==> config.mk <==
export PLATFORM = sky130hd
export DESIGN_NAME = execute
export DESIGN_NICKNAME = d
export VERILOG_FILES = /design/src/rtl/execute_pkg.sv /design/src/rtl/execute_mul_unit.sv /design/src/rtl/execute.sv
export SDC_FILE = /design/constraint.sdc
export NUM_CORES = 1
export LEC_CHECK = 0
export CAP_MARGIN = 20
export CORE_MARGIN = 3
export CORE_UTILIZATION = 57
export DETAILED_ROUTE_END_ITERATION = 16
export HOLD_SLACK_MARGIN = 0.1
export PLACE_DENSITY = 0.85
export SETUP_SLACK_MARGIN = 0.02
export SYNTH_ARGS = -nofsm -noshare
export SYNTH_HDL_FRONTEND = slang
export SYNTH_SLANG_ARGS = --single-unit
==> constraint.sdc <==
create_clock -name clk -period 5.9 [get_ports clk]
set_input_delay 0.885 -clock clk [delete_from_list [all_inputs] [get_ports clk]]
set_output_delay 0.885 -clock clk [all_outputs]
set_load 0.1 [all_outputs]
==> src/rtl/execute_pkg.sv <==
// rtl/execute_pkg.sv - shared pipeline constants and the ID/EX register layout
package execute_pkg;

    // ALU operation encodings carried on ALUOp
    localparam logic [3:0] ALU_ADD = 4'd0;
    localparam logic [3:0] ALU_SUB = 4'd1;
    localparam logic [3:0] ALU_AND = 4'd2;
    localparam logic [3:0] ALU_OR  = 4'd3;
    localparam logic [3:0] ALU_SLT = 4'd4;
    localparam logic [3:0] ALU_NOR = 4'd5;
    localparam logic [3:0] ALU_MUL = 4'd6;

    // Multiplier FSM encodings
    localparam logic [1:0] ST_IDLE = 2'd0;
    localparam logic [1:0] ST_BUSY = 2'd1;
    localparam logic [1:0] ST_DONE = 2'd2;

    localparam int MUL_STEPS = 32;

    typedef struct packed {
        logic [31:0] pc4;
        logic [31:0] read_data1;
        logic [31:0] read_data2;
        logic [31:0] sign_ext;
        logic [4:0]  rt;
        logic [4:0]  rd;
        logic        reg_dst;
        logic        alu_src;
        logic        branch;
        logic        mem_read;
        logic        mem_write;
        logic        reg_write;
        logic        mem_to_reg;
        logic [3:0]  alu_op;
    } id_ex_t;

endpackage

==> src/rtl/execute_mul_unit.sv <==
// rtl/execute_mul_unit.sv - 32-step shift-add multiplier (IDLE/BUSY/DONE)
// Ports: clk, rst_n; start_i loads a_i (multiplicand) and b_i (multiplier);
// abort_i returns to IDLE; busy_o/done_o reflect state; product_o is the low word.
module mul_unit
    import execute_pkg::*;
(
    input  logic        clk,
    input  logic        rst_n,
    input  logic        start_i,
    input  logic        abort_i,
    input  logic [31:0] a_i,
    input  logic [31:0] b_i,
    output logic        busy_o,
    output logic        done_o,
    output logic [31:0] product_o
);

    logic [1:0]  state_q, state_d;
    logic [5:0]  cnt_q, cnt_d;
    logic [63:0] acc_q, acc_d;
    logic [31:0] mcand_q, mcand_d;
    logic [32:0] sum;

    // Accumulator holds {partial product, remaining multiplier bits};
    // each step adds the multiplicand to the high half on the current LSB
    // and shifts the whole thing right by one.
    always_comb begin
        state_d = state_q;
        cnt_d   = cnt_q;
        acc_d   = acc_q;
        mcand_d = mcand_q;
        sum     = {1'b0, acc_q[63:32]} + (acc_q[0] ? {1'b0, mcand_q} : 33'd0);
        case (state_q)
            ST_BUSY: begin
                acc_d = {sum, acc_q[31:1]};
                cnt_d = cnt_q + 6'd1;
                if (cnt_q == 6'(MUL_STEPS - 1)) begin
                    state_d = ST_DONE;
                end
            end
            default: begin
                state_d = ST_IDLE;
                if (start_i) begin
                    state_d = ST_BUSY;
                    cnt_d   = 6'd0;
                    acc_d   = {32'd0, b_i};
                    mcand_d = a_i;
                end
            end
        endcase
        if (abort_i) begin
            state_d = ST_IDLE;
        end
    end

    always_ff @(posedge clk or negedge rst_n) begin
        if (!rst_n) begin
            state_q <= ST_IDLE;
            cnt_q   <= 6'd0;
            acc_q   <= 64'd0;
            mcand_q <= 32'd0;
        end else begin
            state_q <= state_d;
            cnt_q   <= cnt_d;
            acc_q   <= acc_d;
            mcand_q <= mcand_d;
        end
    end

    assign busy_o    = (state_q == ST_BUSY);
    assign done_o    = (state_q == ST_DONE);
    assign product_o = acc_q[31:0];

endmodule

==> src/rtl/execute.sv <==
// rtl/execute.sv - EX stage: ID/EX register, ALU, branch target, multiply stall
// Ports: clk, rst_n; decoded operands/controls in (pc4, readData1/2, signExt,
// rt, rd, regDst, ALUSrc, branch_in, memRead, memWrite, regWrite, memToReg,
// ALUOp, flush); memory-stage results out; stall back to fetch/decode.
module execute
    import execute_pkg::*;
(
    input  logic        clk,
    input  logic        rst_n,
    input  logic [31:0] pc4,
    input  logic [31:0] readData1,
    input  logic [31:0] readData2,
    input  logic [31:0] signExt,
    input  logic [4:0]  rt,
    input  logic [4:0]  rd,
    input  logic        regDst,
    input  logic        ALUSrc,
    input  logic        branch_in,
    input  logic        memRead,
    input  logic        memWrite,
    input  logic        regWrite,
    input  logic        memToReg,
    input  logic [3:0]  ALUOp,
    input  logic        flush,
    output logic [31:0] branchAddr,
    output logic        zero,
    output logic [31:0] ALUres,
    output logic [31:0] writeData,
    output logic [4:0]  rd_out,
    output logic        branch_out,
    output logic        memRead_out,
    output logic        memWrite_out,
    output logic        regWrite_out,
    output logic        memToReg_out,
    output logic        stall
);

    id_ex_t      idex_q, idex_d;
    logic        mul_busy, mul_done, load_en, mul_start;
    logic [31:0] mul_lo, op_b_in, op_b, alu_res;

    assign load_en   = !mul_busy && !flush;
    assign mul_start = load_en && (ALUOp == ALU_MUL);
    // The multiplier latches its operands on the capture edge, so it sees
    // the incoming operand-B mux rather than the registered one.
    assign op_b_in   = ALUSrc ? signExt : readData2;

    always_comb begin
        idex_d            = '0;
        idex_d.pc4        = pc4;
        idex_d.read_data1 = readData1;
        idex_d.read_data2 = readData2;
        idex_d.sign_ext   = signExt;
        idex_d.rt         = rt;
        idex_d.rd         = rd;
        idex_d.reg_dst    = regDst;
        idex_d.alu_src    = ALUSrc;
        idex_d.branch     = branch_in;
        idex_d.mem_read   = memRead;
        idex_d.mem_write  = memWrite;
        idex_d.reg_write  = regWrite;
        idex_d.mem_to_reg = memToReg;
        idex_d.alu_op     = ALUOp;
    end

    // Flush squashes the whole entry into a bubble; it overrides a stall.
    always_ff @(posedge clk or negedge rst_n) begin
        if (!rst_n) begin
            idex_q <= '0;
        end else if (flush) begin
            idex_q <= '0;
        end else if (load_en) begin
            idex_q <= idex_d;
        end
    end

    mul_unit u_mul (
        .clk       (clk),
        .rst_n     (rst_n),
        .start_i   (mul_start),
        .abort_i   (flush),
        .a_i       (readData1),
        .b_i       (op_b_in),
        .busy_o    (mul_busy),
        .done_o    (mul_done),
        .product_o (mul_lo)
    );

    assign op_b = idex_q.alu_src ? idex_q.sign_ext : idex_q.read_data2;

    always_comb begin
        alu_res = 32'd0;
        case (idex_q.alu_op)
            ALU_ADD: alu_res = idex_q.read_data1 + op_b;
            ALU_SUB: alu_res = idex_q.read_data1 - op_b;
            ALU_AND: alu_res = idex_q.read_data1 & op_b;
            ALU_OR:  alu_res = idex_q.read_data1 | op_b;
            ALU_SLT: alu_res = {31'd0, $signed(idex_q.read_data1) < $signed(op_b)};
            ALU_NOR: alu_res = ~(idex_q.read_data1 | op_b);
            ALU_MUL: alu_res = mul_done ? mul_lo : 32'd0;
            default: alu_res = 32'd0;
        endcase
    end

    assign stall        = mul_busy;
    assign ALUres       = alu_res;
    assign zero         = !mul_busy && (alu_res == 32'd0);
    assign branchAddr   = idex_q.pc4 + {idex_q.sign_ext[29:0], 2'b00};
    assign writeData    = idex_q.read_data2;
    assign rd_out       = idex_q.reg_dst ? idex_q.rd : idex_q.rt;

    // Controls are masked while multiplying so the memory stage sees bubbles.
    assign branch_out   = idex_q.branch     && !mul_busy;
    assign memRead_out  = idex_q.mem_read   && !mul_busy;
    assign memWrite_out = idex_q.mem_write  && !mul_busy;
    assign regWrite_out = idex_q.reg_write  && !mul_busy;
    assign memToReg_out = idex_q.mem_to_reg && !mul_busy;

endmodule

# Word level (Yosys, flattened, before mapping)

Cells that the tools add are included.

Register bits after elaboration: 253
Input port bits: 152
Output and inout port bits: 108
Word-level logic and storage cells: 70

$add $sub $neg: 5
Magnitude comparators: 1
Equality and inequality tests: 11
Multiplexer cells: 16
Bitwise gates (word level): 4
Reductions and logical operators: 15

Operator list:

| kind                | number |
|---|---|
| $mux 149            | 2 |
| $pmux 32 s7         | 1 |
| $mux 32             | 4 |
| $mux 64             | 2 |
| $add 32x32->32      | 2 |
| $add 32x33->33      | 1 |
| $and 32x32->32      | 1 |
| $logic_not 32->1    | 1 |
| $lt 32x32->1        | 1 |
| $not 32->32         | 1 |
| $or 32x32->32       | 1 |
| $sub 32x32->32      | 1 |
| $eq 4x3->1 const B  | 4 |
| $mux 6              | 2 |
| $eq 4x2->1 const B  | 2 |
| $logic_and 1x1->1   | 8 |
| $add 6x1->6 const B | 1 |
| $eq 6x5->1 const B  | 1 |
| $mux 2              | 3 |
| $mux 5              | 1 |
| $eq 4x1->1 const B  | 1 |
| $logic_not 4->1     | 1 |
| $reduce_bool 2->1   | 2 |
| $ne 3x2->1 const B  | 1 |
| 6 further kinds     | 7 |

# Longest topological paths before layout

Gate-level depths: netlist (run 1).

Depth in word-level cells: 7
Depth in mapped cells: 19
Depth with buffers taken out: 17

# Hierarchy

Synthesis (run 1) repeated with hierarchy kept, for this count alone.

Cell total of the unflattened synthesis: 2,333
Area, all modules: 20,522.2 sq um

By module, submodules not included:

| module   | instances | cells each | area each (sq um) | seq. area each (sq um) |
|---|---|---|---|---|
| execute  | 1         | 1,673      | 14,193.6          | 3,728.6 |
| mul_unit | 1         | 660        | 6,328.6           | 2,602.5 |

# Worst setup path before layout (run 1)

Ideal clock, no wire load.

Path kind: reg-to-output
Start point: register idex_q[9] (netlist bit)
End point: output port zero
Arrival time: 7.401 ns
Required time: 5.015 ns
Path slack: -2.386 ns
Cell stages (with the launch flop): 18
Cell sequence: dfrtp_1 -> clkbuf_1 -> clkbuf_1 -> mux2i_1 -> ha_1 -> clkbuf_1 -> o21ai_0 -> a21oi_1 -> a21oi_1 -> o21ai_1 -> a21boi_1 -> or4_1 -> o2111ai_1 -> o311ai_0 -> or2_2 -> nor4_1 -> nand4_1 -> nor4b_2

Longest elaborated chain between the ends: 6

Ends and longest elaborated chain:

| what                                                                   | RTL line       | source |
|---|---|---|
| start, declared                                                        | execute.sv:38  | `id_ex_t idex_q, idex_d;` |
| start signal, assigned                                                 | execute.sv:73  | `idex_q <= idex_d;` |
| $mux 32 (*)                                                            | execute.sv:89  | `assign op_b = idex_q.alu_src ? idex_q.sign_ext : idex_q.read_data2;` |
| parallel branches: the longest is 2 deep, another holds $sub 32x32->32 | --             |  |
| $pmux 32 s7 (*)                                                        | execute.sv:93  | `case (idex_q.alu_op)` |
| net ALUres[17]                                                         | execute.sv:27  | `output logic [31:0] ALUres,` |
| $logic_not 32->1 (*)                                                   | execute.sv:107 | `assign zero = !mul_busy && (alu_res == 32'd0);` |
| $logic_and 1x1->1 (*)                                                  | execute.sv:107 |  |
| end, declared                                                          | execute.sv:26  | `output logic zero,` |

Mark *: on every way through the listed nets, which the timed path passes.

# Final worst setup path (run 1)

Start point: register idex_q[9] (netlist bit)
End point: output port zero

Longest elaborated chain between the ends: 6

Ends and longest elaborated chain:

| what                                                                   | RTL line |
|---|---|
| $mux 32 (*)                                                            | execute.sv:89 |
| parallel branches: the longest is 2 deep, another holds $sub 32x32->32 | -- |
| $pmux 32 s7 (*)                                                        | execute.sv:93 |
| $logic_not 32->1 (*)                                                   | execute.sv:107 |
| $logic_and 1x1->1 (*)                                                  | execute.sv:107 |

Every way passes the cells marked *.

==> impl_metrics.toml, run 1 <==
[outcome]
outcome = "finished with violations"
failed_checks = "negative setup slack"

[drt]
firstDrtPassIters = 6
vias = 19600
via_per_inst = 6.35
drc_errors = 0
routed_wl_um = 71100
final_antenna_net_count = 0
drtIter0Drc = 1821
wire_per_inst_um = 23.1

[worst_setup_path]
critPathCaptureType = "output port"
required_ns = 5.02
cp-start-kind = "register"
worstPathMaxFanout = 3
criticalPathCategory = "register to output port"
crit_arrival_ns = 5.53
r2r_slack_ns = 0.79

[yosys]
ys.flop_type = "dfrtp_1"
ys_types = 82
synth_top_cell_area_share_pct = 32.6
yosysTopAreaCell = "dfrtp_1"
syn_nets = 2740
avgSynthCellArea_um2 = 8.01
synth_seq_area_share_pct = 32.6
yosysMostFrequentCell = "nand2_1"
ys_top_cells_by_count = "440 x nand2_1, 326 x a21oi_1, 253 x dfrtp_1, 161 x ha_1, 139 x nor2_1"
ys_ff_latch = 253
yosysWarnings = 0
synth_area_um2 = 19400
synthArstFlopShare_pct = 100
syn_inst = 2423
synth_enable_flop_cells = 0
synth_area_leaders = "dfrtp_1 33%, ha_1 10%, nand2_1 8.5%"

[clock_network]
cts_inserted_buffers = 29
clock_latency_ns = 0.61
cts_tree = "done"
h-tree-depth = 1
clockBufferDepth = 3
cts_root_buffer = "clkbuf_16"
clkTransAtPathRegs_ns = 0.06
cts.sinks = 253

[placement]
dp_cells = 3017
portBuffers = 259
place_area_um2 = 22500
hpwl_um = 52700
gp_congestion = 1.05
pre_cts_ws_ns = 0.146

[timing]
skew_ns = 0.0280
slew_viol_final = 0
setup_ws_ns = -0.510
fin_crit_sh_pct = 109
final-setup-viol-count = 1
fin_crit_ns = 6.41
rsz0062_at_grt = "yes"
relSlewSlack_pct = 25.1
worstMarginPinSlew_ns = 1.12
max_freq_mhz = 156
hold_violations = 0
fin_setup_tns_ns = -0.510
holdWs_ns = 0.313

[power_and_ir_drop]
p_leak_nw = 11.1
p_per_area_nw_per_um2 = 318
vdd_drop_max_uv = 304
power_mw = 7.58

[global_routing]
grt_max_degree = 155
grt_usage_pct = 38.3
grt_pass1_vias = 18700
grt_pass1_wl_um = 109000
antenna_found_initial = 0
grt-ovfl-total = 0

[finish]
stdcell_area_um2 = 23800
layout-drive-gt1-share_pct = 11.8
post-route-util_pct = 72.2
area_growth_syn_to_layout_pct = 22.8
fin_cells = 3081
nets = 2933
diodes = 0

[floorplan]
core_um2 = 33000
ios = 260
die_y_um = 191
fp.dieArea_um2 = 36300
rows = 66
start_util_pct = 58.8
die_w_um = 191

[min_path]
worst_hold_path_type = "input pin to async pin"

[job]
max_cap_viol_count = 0
[power by group]
part	total (mW)	switching [mW]	internal, mW
clock network	1.99	0.807	1.18
logic	3.24	2.10	1.14
registers	2.35	0.315	2.04
[final timing paths]
| path | start | to | depth (start not counted) |
|---|---|---|---|
| min reg2reg | u_mul.acc_q[54] | u_mul.acc_q[54] | 2 |
| min | rst_n | u_mul.acc_q[52] | 1 |
| max | idex_q[9] | zero | 17 |
| min in group clk | u_mul.acc_q[54] | u_mul.acc_q[54] | 2 |
| max reg2reg | u_mul.acc_q[0] | u_mul.acc_q[63] | 14 |
| max in group asynchronous | rst_n | idex_q[139] | 2 |
[per-layer routing]
layer	vias to the layer above	share of wire, %	wire length (um)	GRT usage (%)
li1	8812	-	-	-
met1	9532	42	29900	54.7
met4	0	3.9	2770	13.2
met5	-	0	0	0
met2	1060	43	30800	57.6
met3	151	11	7630	8.49
[worst max-delay path: stages, from the launching register on]
cell and delay [ns]:
dfrtp_2 0.42, mux2i_2 0.29, inv_2 0.09, ha_4 0.17, fa_1 0.41, nor3b_2 0.16
a31oi_1 0.20, nor3_2 0.07, a221o_4 0.35, or3_1 0.35, or4_4 0.53, nor3_4 0.17
nand4bb_1 0.14, or4b_4 0.56, nor4_4 0.27, nand4_1 0.16, nor4b_4 0.36, buf_12 0.23
[placed cells by master, fill, tap and decap left out, types with 61 or more instances in the layout]
cell               n
clkdlybuf4s50_1  209
nor2_1           138
buf_4            120
dfrtp_1          251
a21oi_1          321
nand2_1          440
ha_1             154
inv_1            126
o21ai_0          113
mux2i_1           61
[cells by family after synthesis]
| kind of cell | share of synthesized area, % |
|---|---|
| AND/OR/NAND/NOR | 18.0 |
| AO/OA/AOI/OAI | 22.6 |
| buffers and inverters | 6.73 |
| flip-flops | 32.6 |
| adder cells (fa/ha/maj) | 10.8 |
| multiplexers | 5.91 |
| XOR/XNOR | 3.34 |
[final cells by class]
type | count | area, um2
tap | 442 | 553
clock buffer | 31 | 743
timing repair buffer | 343 | 3230
fill | 2537 | 9190
multi-input combinational | 1859 | 12200
inverter | 130 | 493
sequential | 253 | 6330
clock inverter | 23 | 290
[sequential cells by signal, summed over array words and instances, names as in the netlist]
name	flops
u_mul.cnt_q	6
writeData	32
u_mul.acc_q	64
idex_q	117
u_mul.state_q	2
u_mul.mcand_q	32
[what timing repair did]
item,CTS,global route
hold buffers,0,0
gates resized for setup,21,38
setup buffers,8,3
setup endpoints to repair,2,7
pin swaps,1,13
(Power assumes the default switching activity.)
==> run 2: changes to the inputs <==
--- a/config.mk
+++ b/config.mk
@@ -6,10 +6,12 @@
 export NUM_CORES = 1
 export LEC_CHECK = 0
 export CAP_MARGIN = 20
+export CELL_PAD_IN_SITES_DETAIL_PLACEMENT = 1
+export CELL_PAD_IN_SITES_GLOBAL_PLACEMENT = 1
 export CORE_MARGIN = 3
-export CORE_UTILIZATION = 57
+export CORE_UTILIZATION = 42
 export DETAILED_ROUTE_END_ITERATION = 16
-export HOLD_SLACK_MARGIN = 0.1
+export HOLD_SLACK_MARGIN = 0.12
 export PLACE_DENSITY = 0.85
 export SETUP_SLACK_MARGIN = 0.02
 export SYNTH_ARGS = -nofsm -noshare
==> impl_metrics.toml, run 2 (synthesis results as in run 1) <==
[placement]
hpwl_um = 62300
pre_cts_ws_ns = 0.0668
gp_congestion = 0.986
portBuffers = 259
place_area_um2 = 23100

[finish]
final_common_cell = "nand2_1"
post-route-util_pct = 53.8
nets = 2970
largest_register = "idex_q"
top_regs = "idex_q: 117 flops, u_mul.acc_q: 64 flops"
final_cell_mix = "440 x nand2_1, 322 x a21oi_1, 251 x dfrtp_1, 209 x clkdlybuf4s50_1, 154 x ha_1"
largest_register_ffs = 117
stdcell_area_um2 = 24500
layout-drive-gt1-share_pct = 12.7
area_growth_syn_to_layout_pct = 26.1

[global_routing]
grt_pass1_vias = 21000
antenna_found_initial = 6
grt_pass1_wl_um = 128000
grt_max_degree = 147
grt-ovfl-total = 0
grt_usage_pct = 33.1

[drt]
drc_errors = 0
wire_per_inst_um = 25.5
via_per_inst = 6.08
drtIter0Drc = 1684
final_antenna_net_count = 0
routed_wl_um = 83600
firstDrtPassIters = 5
vias = 19900

[power_and_ir_drop]
p_per_area_nw_per_um2 = 324
p_leak_nw = 11.3
vdd_drop_max_uv = 260

[timing]
relSlewSlack_pct = 25.4
max_freq_mhz = 158
fin_crit_sh_pct = 107
final-setup-viol-count = 2
slew_viol_final = 0
fin_setup_tns_ns = -0.480
setup_ws_ns = -0.422
fin_crit_ns = 6.32
hold_violations = 0
skew_ns = 0.0225
holdWs_ns = 0.189
worstMarginPinSlew_ns = 1.11
rsz0062_at_grt = "yes"

[floorplan]
start_util_pct = 42.7
die_w_um = 221
die_y_um = 221
rows = 78
core_um2 = 45500
fp.dieArea_um2 = 48800
ios = 260

[min_path]
worst_hold_path_type = "input pin to async pin"

[clock_network]
cts_tree = "done"
cts.sinks = 253
h-tree-depth = 1
cts_root_buffer = "clkbuf_16"
clock_latency_ns = 0.61
clockBufferDepth = 3
cts_inserted_buffers = 30
cts_hold_buffers = 0
clkTransAtPathRegs_ns = 0.06

[worst_setup_path]
required_ns = 5.02
critPathCaptureType = "output port"
worstPathMaxFanout = 3
cp-startpoint = "idex_q[9]"
criticalPathCategory = "register to output port"
crit-reg2reg-launch = "u_mul.acc_q[0]"
crit_arrival_ns = 5.44
cp-start-kind = "register"

[job]
max_cap_viol_count = 0

[outcome]
failed_checks = "negative setup slack"
outcome = "finished with violations"
[run 2: changes by cell type in the layout (fill, tap and decap cells not counted), moves of 2 or more]
| cell | delta |
|---|---|
| clkbuf_1 | +2 |
| buf_4 | +33 |
| clkinv_2 | -9 |
| a211oi_2 | -2 |
| buf_12 | +4 |
| bufinv_16 | +3 |
| a211oi_1 | +2 |
| mux2i_1 | +2 |
| diode_2 | +3 |
| mux2i_2 | -2 |
| clkinvlp_4 | +2 |
[run 2: critical path: stages (launching register included)]
cell	delay (ns)
dfrtp_2	0.45
mux2i_4	0.21
inv_2	0.09
ha_2	0.21
inv_1	0.07
fa_1	0.42
nand2_1	0.07
o21ai_1	0.08
xnor2_1	0.17
a221o_4	0.40
or3_1	0.36
or4_4	0.46
nor3_2	0.12
nand4bb_1	0.15
or4b_4	0.53
nor4_4	0.22
buf_4	0.16
nand4_1	0.12
nor4b_4	0.30
buf_12	0.21
[run 2: stage by stage]
step           instances  total power [mW]
6_report            3278              7.94
5_1_grt             3278              8.29
4_1_cts             3275              7.90
3_5_place_dp        3220              5.64
3_3_place_gp        3220              5.52
2_1_floorplan       2423              4.53
[run 2: worst paths after layout]
kind / to / slack, ns / depth (start not counted)
max in group asynchronous: writeData[28] / 4.48 / 2
hold reg to reg: u_mul.acc_q[60] / 0.50 / 2
min in group clk: u_mul.acc_q[60] / 0.50 / 2
hold / removal: writeData[26] / 0.19 / 1
setup / recovery: zero / -0.42 / 19
setup reg to reg: u_mul.acc_q[63] / 0.97 / 15
[run 2: power by group]
| part | internal, mW | total, mW | switching, mW |
|---|---|---|---|
| registers | 2.04 | 2.37 | 0.332 |
| logic | 1.18 | 3.38 | 2.20 |
| clock network | 1.36 | 2.19 | 0.823 |
| total | 4.59 | 7.94 | 3.35 |
[run 2: cell type report]
| type | count | area (um2) |
|---|---|---|
| fillers | 5459 | 21000 |
| multi-input cells | 1859 | 12200 |
| flip-flops and latches | 253 | 6330 |
| repair buffers | 379 | 3540 |
| clock buffers | 36 | 803 |
| well taps | 600 | 751 |
| inverters | 130 | 493 |
| clock inverters | 18 | 352 |
| diodes | 3 | 7.51 |
[run 2: repair_timing]
item / 4_1_cts / 5_1_grt
endpoints found under the hold margin: 0 / 0
resized for setup: 35 / 17
pin swaps: 2 / 4
endpoints found under the setup margin: 3 / 3
buffers inserted: 1 / 0
[run 2: layer usage]
metal / share of wire, % / up-vias / track usage, %
met5: 0.032 / - / 0
met4: 3.8 / 4 / 11.4
met3: 8.1 / 172 / 6.67
met2: 46 / 798 / 53.0
met1: 42 / 10100 / 44.8
li1: - / 8870 / -
==> run 3: changes to the inputs <==
--- a/config.mk
+++ b/config.mk
@@ -11,6 +11,7 @@
 export CORE_MARGIN = 3
 export CORE_UTILIZATION = 42
 export DETAILED_ROUTE_END_ITERATION = 16
+export GPL_TIMING_DRIVEN = 0
 export HOLD_SLACK_MARGIN = 0.12
 export PLACE_DENSITY = 0.85
 export SETUP_SLACK_MARGIN = 0.02
==> impl_metrics.toml, run 3 (synthesis results as in run 1) <==
[outcome]
outcome = "finished with violations"
failed_checks = "negative setup slack"

[power_and_ir_drop]
p_leak_nw = 11.1
p_per_area_nw_per_um2 = 305
vdd_drop_max_uv = 227

[min_path]
worst_hold_path_type = "input pin to async pin"

[floorplan]
die_w_um = 221
fp.dieArea_um2 = 48800
die_y_um = 221
start_util_pct = 42.7
rows = 78
core_um2 = 45500
ios = 260

[finish]
post-route-util_pct = 53.4
fin_cells = 3342
final_common_cell = "nand2_1"
nets = 3033
top_regs = "idex_q: 117 flops, u_mul.acc_q: 64 flops"
area_growth_syn_to_layout_pct = 25.1
largest_register_ffs = 117
final_cell_mix = "440 x nand2_1, 321 x a21oi_1, 253 x dfrtp_1, 223 x clkdlybuf4s50_1, 158 x ha_1"
layout-drive-gt1-share_pct = 9.36
largest_register = "idex_q"

[drt]
final_antenna_net_count = 0
via_per_inst = 6.06
routed_wl_um = 86000
drtIter0Drc = 1673
drc_errors = 0
wire_per_inst_um = 25.7
vias = 20300
firstDrtPassIters = 5

[global_routing]
grt_pass1_vias = 21300
grt_pass1_wl_um = 130000
grt-ovfl-total = 0
grt_max_degree = 115
antenna_found_initial = 11
grt_usage_pct = 33.9

[worst_setup_path]
worstPathMaxFanout = 5
criticalPathCategory = "register to output port"
cp-start-kind = "register"
cp_slowest_cell = "or4b_4"
critPathMaxStageDelay_ns = 0.55
crit_arrival_ns = 5.71
r2r_end = "u_mul.acc_q[63]"
r2r_slack_ns = 0.76
cp_num_buf_inv = 4
crit-reg2reg-launch = "u_mul.acc_q[0]"
crit_chain = "buf_8 -> clkbuf_16 -> mux2i_4 -> inv_2 -> ha_4 -> fa_2 -> nor3b_1 -> a31oi_1 -> nor3_1 -> a221o_4 -> or3_1 -> or4_4 -> nor3_4 -> nand4bb_1 -> or4b_4 -> nor4_4 -> nand4_1 -> nor4b_4 -> buf_6"
required_ns = 5.02
crit_family = "simple AND/OR/NAND/NOR gates"
reg2reg_depth = 15
critPathCaptureType = "output port"

[clock_network]
cts_root_buffer = "clkbuf_16"
cts.sinks = 253
cts_inserted_buffers = 26
clkTransAtPathRegs_ns = 0.07
cts_tree = "done"
clock_latency_ns = 0.56
cts_hold_buffers = 0
h-tree-depth = 1
clockBufferDepth = 3

[timing]
fin_crit_sh_pct = 112
setup_ws_ns = -0.700
final-setup-viol-count = 2
slew_viol_final = 0
rsz0062_at_grt = "yes"
max_freq_mhz = 152
skew_ns = 0.0133
worstMarginPinSlew_ns = 1.06
fin_crit_ns = 6.60
hold_violations = 0
relSlewSlack_pct = 29.0

[placement]
pre_cts_ws_ns = -2.03
hpwl_um = 67000
portBuffers = 257
gp_congestion = 0.973
dp_cells = 3283

[job]
max_cap_viol_count = 0
-- run 3: changes by cell type in the layout (fill, tap and decap cells not counted), moves of 7 or more --
cell / change
buf_1: +7
buf_12: -12
buf_2: +14
buf_4: -108
bufinv_16: -7
clkbuf_1: +122
clkbuf_2: +8
clkdlybuf4s50_1: +14
mux2i_1: -9
-- run 3: routing by layer --
layer / up-vias / track usage, % / part of all wire, %
li1: 9018 / - / -
met1: 10300 / 44.3 / 42
met2: 772 / 57.2 / 47
met3: 200 / 4.55 / 6.5
met4: 8 / 13.6 / 4.3
met5: - / 0 / 0.064
-- run 3: power breakdown --
group | leakage [nW] | switching (mW) | internal [mW]
clock network | 0.442 | 0.740 | 1.01
logic | 7.41 | 2.20 | 1.10
registers | 3.25 | 0.323 | 2.04
total | 11.1 | 3.27 | 4.15
-- run 3: worst max path at each step --
stage | depth (start not counted) | to | from | slack (ns)
finish | 19 | zero | idex_q[9] | -0.70
global route | 19 | zero | idex_q[9] | -0.88
CTS | 19 | zero | idex_q[9] | -0.86
detailed placement | 20 | zero | idex_q[9] | -2.03
global placement | 1 | u_mul.acc_q[47] | rst_n | -7.14
floorplan | 18 | zero | idex_q[9] | -0.25
-- run 3: area by class of cell --
type                       instances  area (um2)
clock inverter                     8        90.1
buffer                           177         856
timing repair buffer             269        2670
antenna                            6        15.0
fill                            5510       21200
inverter                         130         488
multi-input combinational       1859       12300
sequential                       253        6330
tap                              600         751
clock buffer                      40         795
-- run 3: what timing repair did --
action | in CTS | in global routing
buffers inserted | 4 | 4
gates cloned | 1 | 0
pin swaps | 3 | 10
gates resized for setup | 153 | 51
endpoints found under the setup margin | 36 | 30
-- run 3: per-stage QoR --
step / hold WS, ns / instance area, um2 / total power, mW / setup TNS [ns]
after floorplan: 0.448 / 19600 / 4.53 / -0.246
after detailed placement: 0.483 / 23000 / 5.54 / -10.17
final: 0.184 / 24300 / 7.42 / -0.884
after global placement: 0.471 / 22900 / 5.43 / -1807.80
after CTS: 0.173 / 24100 / 7.33 / -1.30
after global routing: 0.186 / 24300 / 7.75 / -1.18
